<file path="src/rtl/led_ram_arbiter.sv">
// Shares the LED RAM address/data port between scan reads, pen writes and a
// built-in frame-clear engine; scan reads always win, clear beats pen.
module led_ram_arbiter #(
  parameter int CELLS = 64
) (
  input  logic       clk,
  input  logic       rst_n,
  input  logic       scan_req,
  input  logic [7:0] scan_row,
  input  logic [7:0] scan_col,
  input  logic       pen_req,
  input  logic [7:0] pen_row,
  input  logic [7:0] pen_col,
  input  logic [3:0] pen_data,
  output logic       pen_ack,
  output logic       pen_err,
  input  logic       clear_start,
  input  logic [3:0] clear_data,
  output logic       clear_busy,
  output logic       clear_done,
  output logic [7:0] ram_row,
  output logic [7:0] ram_col,
  output logic       ram_we,
  output logic [3:0] ram_data
);

  localparam logic [5:0] LastCell = 6'(CELLS - 1);

  // FINISH is the one cycle after the last clear write, where done pulses.
  typedef enum logic [1:0] {IDLE, CLEAR, FINISH} state_t;

  state_t     state_q, state_d;
  logic [5:0] cnt_q, cnt_d;
  logic [3:0] clrData_q, clrData_d;
  logic [7:0] ramRow_q, ramRow_d;
  logic [7:0] ramCol_q, ramCol_d;
  logic [3:0] ramData_q, ramData_d;
  logic       ramWe_q, ramWe_d;
  logic       penAck_q, penAck_d;
  logic       penErr_q, penErr_d;
  logic       clearBusy_q, clearBusy_d;
  logic       clearDone_q, clearDone_d;

  logic       clearSlot;
  logic [5:0] slotCnt;
  logic [3:0] slotData;

  function automatic logic isOneHot(input logic [7:0] v);
    return (v != 8'h00) && ((v & (v - 8'h01)) == 8'h00);
  endfunction

  always_comb begin
    state_d     = state_q;
    cnt_d       = cnt_q;
    clrData_d   = clrData_q;
    ramRow_d    = ramRow_q;
    ramCol_d    = ramCol_q;
    ramData_d   = ramData_q;
    ramWe_d     = 1'b0;
    penAck_d    = 1'b0;
    penErr_d    = 1'b0;
    clearBusy_d = clearBusy_q;
    clearDone_d = 1'b0;
    clearSlot   = 1'b0;
    slotCnt     = cnt_q;
    slotData    = clrData_q;

    // The accepting cycle already competes for cell 0 using the live clear_data.
    case (state_q)
      IDLE: begin
        if (clear_start) begin
          state_d     = CLEAR;
          clearBusy_d = 1'b1;
          cnt_d       = 6'd0;
          clrData_d   = clear_data;
          slotCnt     = 6'd0;
          slotData    = clear_data;
          clearSlot   = 1'b1;
        end
      end
      CLEAR: clearSlot = 1'b1;
      FINISH: begin
        state_d     = IDLE;
        clearBusy_d = 1'b0;
        clearDone_d = 1'b1;
      end
      default: state_d = IDLE;
    endcase

    if (scan_req) begin
      ramRow_d = scan_row;
      ramCol_d = scan_col;
    end else if (clearSlot) begin
      ramRow_d  = 8'h01 << slotCnt[5:3];
      ramCol_d  = 8'h01 << slotCnt[2:0];
      ramData_d = slotData;
      ramWe_d   = 1'b1;
      cnt_d     = slotCnt + 6'd1;
      if (slotCnt == LastCell) state_d = FINISH;
    end else if (state_q == IDLE && pen_req && !penAck_q) begin
      penAck_d = 1'b1;
      if (isOneHot(pen_row) && isOneHot(pen_col)) begin
        ramRow_d  = pen_row;
        ramCol_d  = pen_col;
        ramData_d = pen_data;
        ramWe_d   = 1'b1;
      end else begin
        penErr_d = 1'b1;
      end
    end
  end

  always_ff @(posedge clk or negedge rst_n) begin
    if (!rst_n) begin
      state_q     <= IDLE;
      cnt_q       <= 6'd0;
      clrData_q   <= 4'd0;
      ramRow_q    <= 8'd0;
      ramCol_q    <= 8'd0;
      ramData_q   <= 4'd0;
      ramWe_q     <= 1'b0;
      penAck_q    <= 1'b0;
      penErr_q    <= 1'b0;
      clearBusy_q <= 1'b0;
      clearDone_q <= 1'b0;
    end else begin
      state_q     <= state_d;
      cnt_q       <= cnt_d;
      clrData_q   <= clrData_d;
      ramRow_q    <= ramRow_d;
      ramCol_q    <= ramCol_d;
      ramData_q   <= ramData_d;
      ramWe_q     <= ramWe_d;
      penAck_q    <= penAck_d;
      penErr_q    <= penErr_d;
      clearBusy_q <= clearBusy_d;
      clearDone_q <= clearDone_d;
    end
  end

  assign ram_row    = ramRow_q;
  assign ram_col    = ramCol_q;
  assign ram_we     = ramWe_q;
  assign ram_data   = ramData_q;
  assign pen_ack    = penAck_q;
  assign pen_err    = penErr_q;
  assign clear_busy = clearBusy_q;
  assign clear_done = clearDone_q;

endmodule
</file>
<file path="config.mk">
export PLATFORM = sky130hd
export DESIGN_NAME = led_ram_arbiter
export DESIGN_NICKNAME = d
export VERILOG_FILES = /design/src/rtl/led_ram_arbiter.sv
export SDC_FILE = /design/constraint.sdc
export NUM_CORES = 1
export LEC_CHECK = 0
export BUFFER_PORTS_ARGS = -buffer_cell sky130_fd_sc_hd__clkbuf_2
export CORE_MARGIN = 2
export CORE_UTILIZATION = 45
export CTS_CLUSTER_SIZE = 14
export DETAILED_ROUTE_END_ITERATION = 6
export PLACE_DENSITY_LB_ADDON = 0.2
export SLEW_MARGIN = 0
export SYNTH_ARGS = -nofsm -noshare
export SYNTH_HDL_FRONTEND = slang
export SYNTH_SLANG_ARGS = --single-unit
export TNS_END_PERCENT = 20
</file>
<file path="constraint.sdc">
create_clock -name clk -period 3 [get_ports clk]
set_input_delay 0.6 -clock clk [delete_from_list [all_inputs] [get_ports clk]]
set_output_delay 0.6 -clock clk [all_outputs]
set_load 0.03 [all_outputs]
</file>
==> metrics <==
post-synthesis cell type count=47; Layout area overhead=24.4%; final setup fails=0; Net Sw Frac=0.359; relative slew slack=0.405; FF-to-FF End=ram_col[7]; # resized after CTS=0; setup TNS=0 ns; Die Area=5470 sq um; mapped cell area=2200 sq um; first-pass GRT wire length=8.72 mm; WL/cell=14.5 um; Mean Syn Cell Area=9.53 sq um; TritonCTS Buffers=5; postcts setup bufs=0; top-area cell type share of the netlist area=0.420; kind of end point of the critical path=register; unrepaired setup endpoints after global routing=no; outcome=finished clean; Gate Count Post-Synth=231; DRC errors left=0; Synth area leaders=dfrtp_1, mux2_4, nand2_1, o21ai_0, ha_1; I/O Pins=70; routed vias=1985; Final Hold Vio Count=0; IO Port Bufs=69; net count of the finished layout=350; vias in the first global route=1855; CTS tree=yes; Initial Util=0.466; crit path max fanout=14; Fmax achieved=0.410 GHz; Die W=74.0 um; H-tree Lvls=2; clk sinks=37; YS warnings=0; internal power=1140 uW; startpoint types=primary input; Syn Nets=282; Die Y=74.0 um; asr flop ratio synth=1.00; Seq/Total Area, Yosys=0.420; Vias per Instance=5.41; Rows=25; clk root buf=clkbuf_8; DP Wirelength=4.17 mm; Max VDD drop=0.286 mV; switching power=640 uW; Reg2Reg Depth=8; Reg power frac=0.386; worst reg2reg setup slack=0.69 ns; Yosys top cell by area=dfrtp_1; clk_lat worst skew=0.29 ns; Placer Congestion=0.879; DR pass1 iterations=4; share of layout cells above drive strength 1=0.330; ANT cells=0; Post-synth EDFFs=0; ys flop type=dfrtp_1; final antenna-violating net count=0; clk_skew=0.00648 ns; slew at the pin with the worst max-slew slack=0.892 ns; total global-route track usage=0.209; area of the core=4720 sq um; total wire length=5.34 mm; largest net degree at the start of global routing=38; Gate power share=0.365; clk buf depth=2; number of slew-limit violations in the final report=0; Hold Buf Count CTS=0; Worst EP arrival=2.61 ns; fin crit share=0.813; Crit Path Class=in2reg; Reg clk slew, reported paths=0.07 ns; static leakage=0.00133 uW; antenna violations before repair=0; drt initial violations=62; Crit Reg-Reg Startpoint=state_q[0]; P per Cell Area=651 nW/um^2; Clock Power Share=0.249; Yosys reg bits=37; Critical Path RT=3.17 ns; total of max-cap violations=0; post-layout min period=2.44 ns; gr ovfl total=0; Hold Path Class=in2async; Pwr Total=1780 uW
## metrics by stage
stage / cell area (sq um) / std cells / hold WS (ns) / util / setup WS (ns)
after floorplan: 2200 / 231 / 0.304 / - / 0.456
after global placement: 2620 / 359 / 0.459 / 0.555 / 0.295
after detailed placement: 2620 / 359 / 0.472 / 0.555 / 0.312
after CTS: 2740 / 367 / 0.450 / 0.580 / 0.605
after global routing: 2740 / 367 / 0.488 / 0.580 / 0.437
final: 2740 / 367 / 0.424 / 0.580 / 0.560
## power groups by stage
stage | sequential [uW] | clock (uW) | combinational, uW
floorplan | 759 | 0 | 390
global placement | 694 | 0 | 641
detailed placement | 697 | 0 | 653
CTS | 689 | 450 | 656
global route | 703 | 470 | 720
finish | 689 | 443 | 651
## registers in the layout, indices dropped and copies added (netlist names), 2 cells and up
name       count
ram_row        8
state_q        2
ram_col        8
cnt_q          6
ram_data       4
clrData_q      4
## cell type report
| cell class | instances | area [sq um] |
|---|---|---|
| Clock buffer | 6 | 82.6 |
| Sequential cell | 37 | 926 |
| Tap cell | 67 | 83.8 |
| Inverter | 10 | 37.5 |
| Timing Repair Buffer | 75 | 403 |
| Fill cell | 450 | 1980 |
| Multi-Input combinational cell | 170 | 1170 |
| Clock inverter | 2 | 37.5 |
## synth_stat cells, types with 2 or more instances
cell type / number
o21a_1: 2
o211ai_1: 6
inv_1: 8
buf_6: 2
a221o_1: 2
o21ai_0: 16
nor2_1: 14
dfrtp_1: 37
o21ai_1: 4
ha_1: 6
nand3_1: 4
inv_2: 2
a21oi_1: 5
mux2i_1: 4
nor4_1: 4
o221a_1: 4
or4_1: 3
a22oi_1: 2
a2bb2oi_1: 6
xnor2_1: 3
nor3_1: 7
nand4_1: 2
and2_1: 2
clkbuf_1: 11
o21bai_1: 2
mux2_4: 10
nand2_1: 37
mux2_1: 6
or3_1: 2
## worst max-delay path, cell delays in order
cell and delay (ns):
clkbuf_2 0.11, o31ai_1 0.38, o21ai_1 0.16, or4_1 0.55, o21a_1 0.29, buf_12 0.19, mux2_1 0.31
## cell usage in the layout, fill, tap and decap left out, types with 3 or more instances in the layout
| cell type | count |
|---|---|
| nor3_1 | 7 |
| xnor2_1 | 3 |
| o211ai_1 | 6 |
| nand2_1 | 37 |
| nand3_1 | 4 |
| a2bb2oi_1 | 6 |
| o221a_1 | 4 |
| clkbuf_2 | 69 |
| mux2_1 | 6 |
| clkbuf_8 | 6 |
| nor4_1 | 4 |
| inv_1 | 8 |
| or4_1 | 3 |
| o21ai_0 | 16 |
| o21ai_1 | 4 |
| buf_4 | 5 |
| mux2i_1 | 4 |
| dfrtp_1 | 37 |
| nor2_1 | 14 |
| ha_1 | 6 |
| mux2_4 | 10 |
| a21oi_1 | 5 |
## routing by layer
layer / GRT usage / wire (um) / vias up
li1: - / - / 967
met1: 0.280 / 2440 / 939
met2: 0.336 / 2490 / 68
met3: 0.0501 / 313 / 11
met4: 0.0667 / 89 / 0
met5: 0 / 0 / -
## worst max-delay path by stage
stage	start	cells past startpoint	slack, ns	end
global route	pen_col[2]	7	0.44	ram_col[6]
detailed placement	pen_col[4]	7	0.31	ram_row[1]
floorplan	pen_col[4]	8	0.46	ram_col[0]
finish	pen_col[2]	7	0.56	ram_row[1]
CTS	pen_col[4]	7	0.61	ram_row[1]
global placement	pen_col[2]	7	0.29	ram_row[1]
## cells by family (layout without fill, tap and decap cells)
family                     Yosys count  after routing  synth area share
adders and majority gates            6              6            0.0341
muxes                               21             21             0.122
DFF                                 37             37             0.420
AOI/OAI and AO/OA                   55             55             0.174
and+or+nand+nor                     84             84             0.185
xor gates and xnor gates             4              4            0.0159
buffers and inverters               24             93            0.0483
Power figures use the tool's default switching activity.
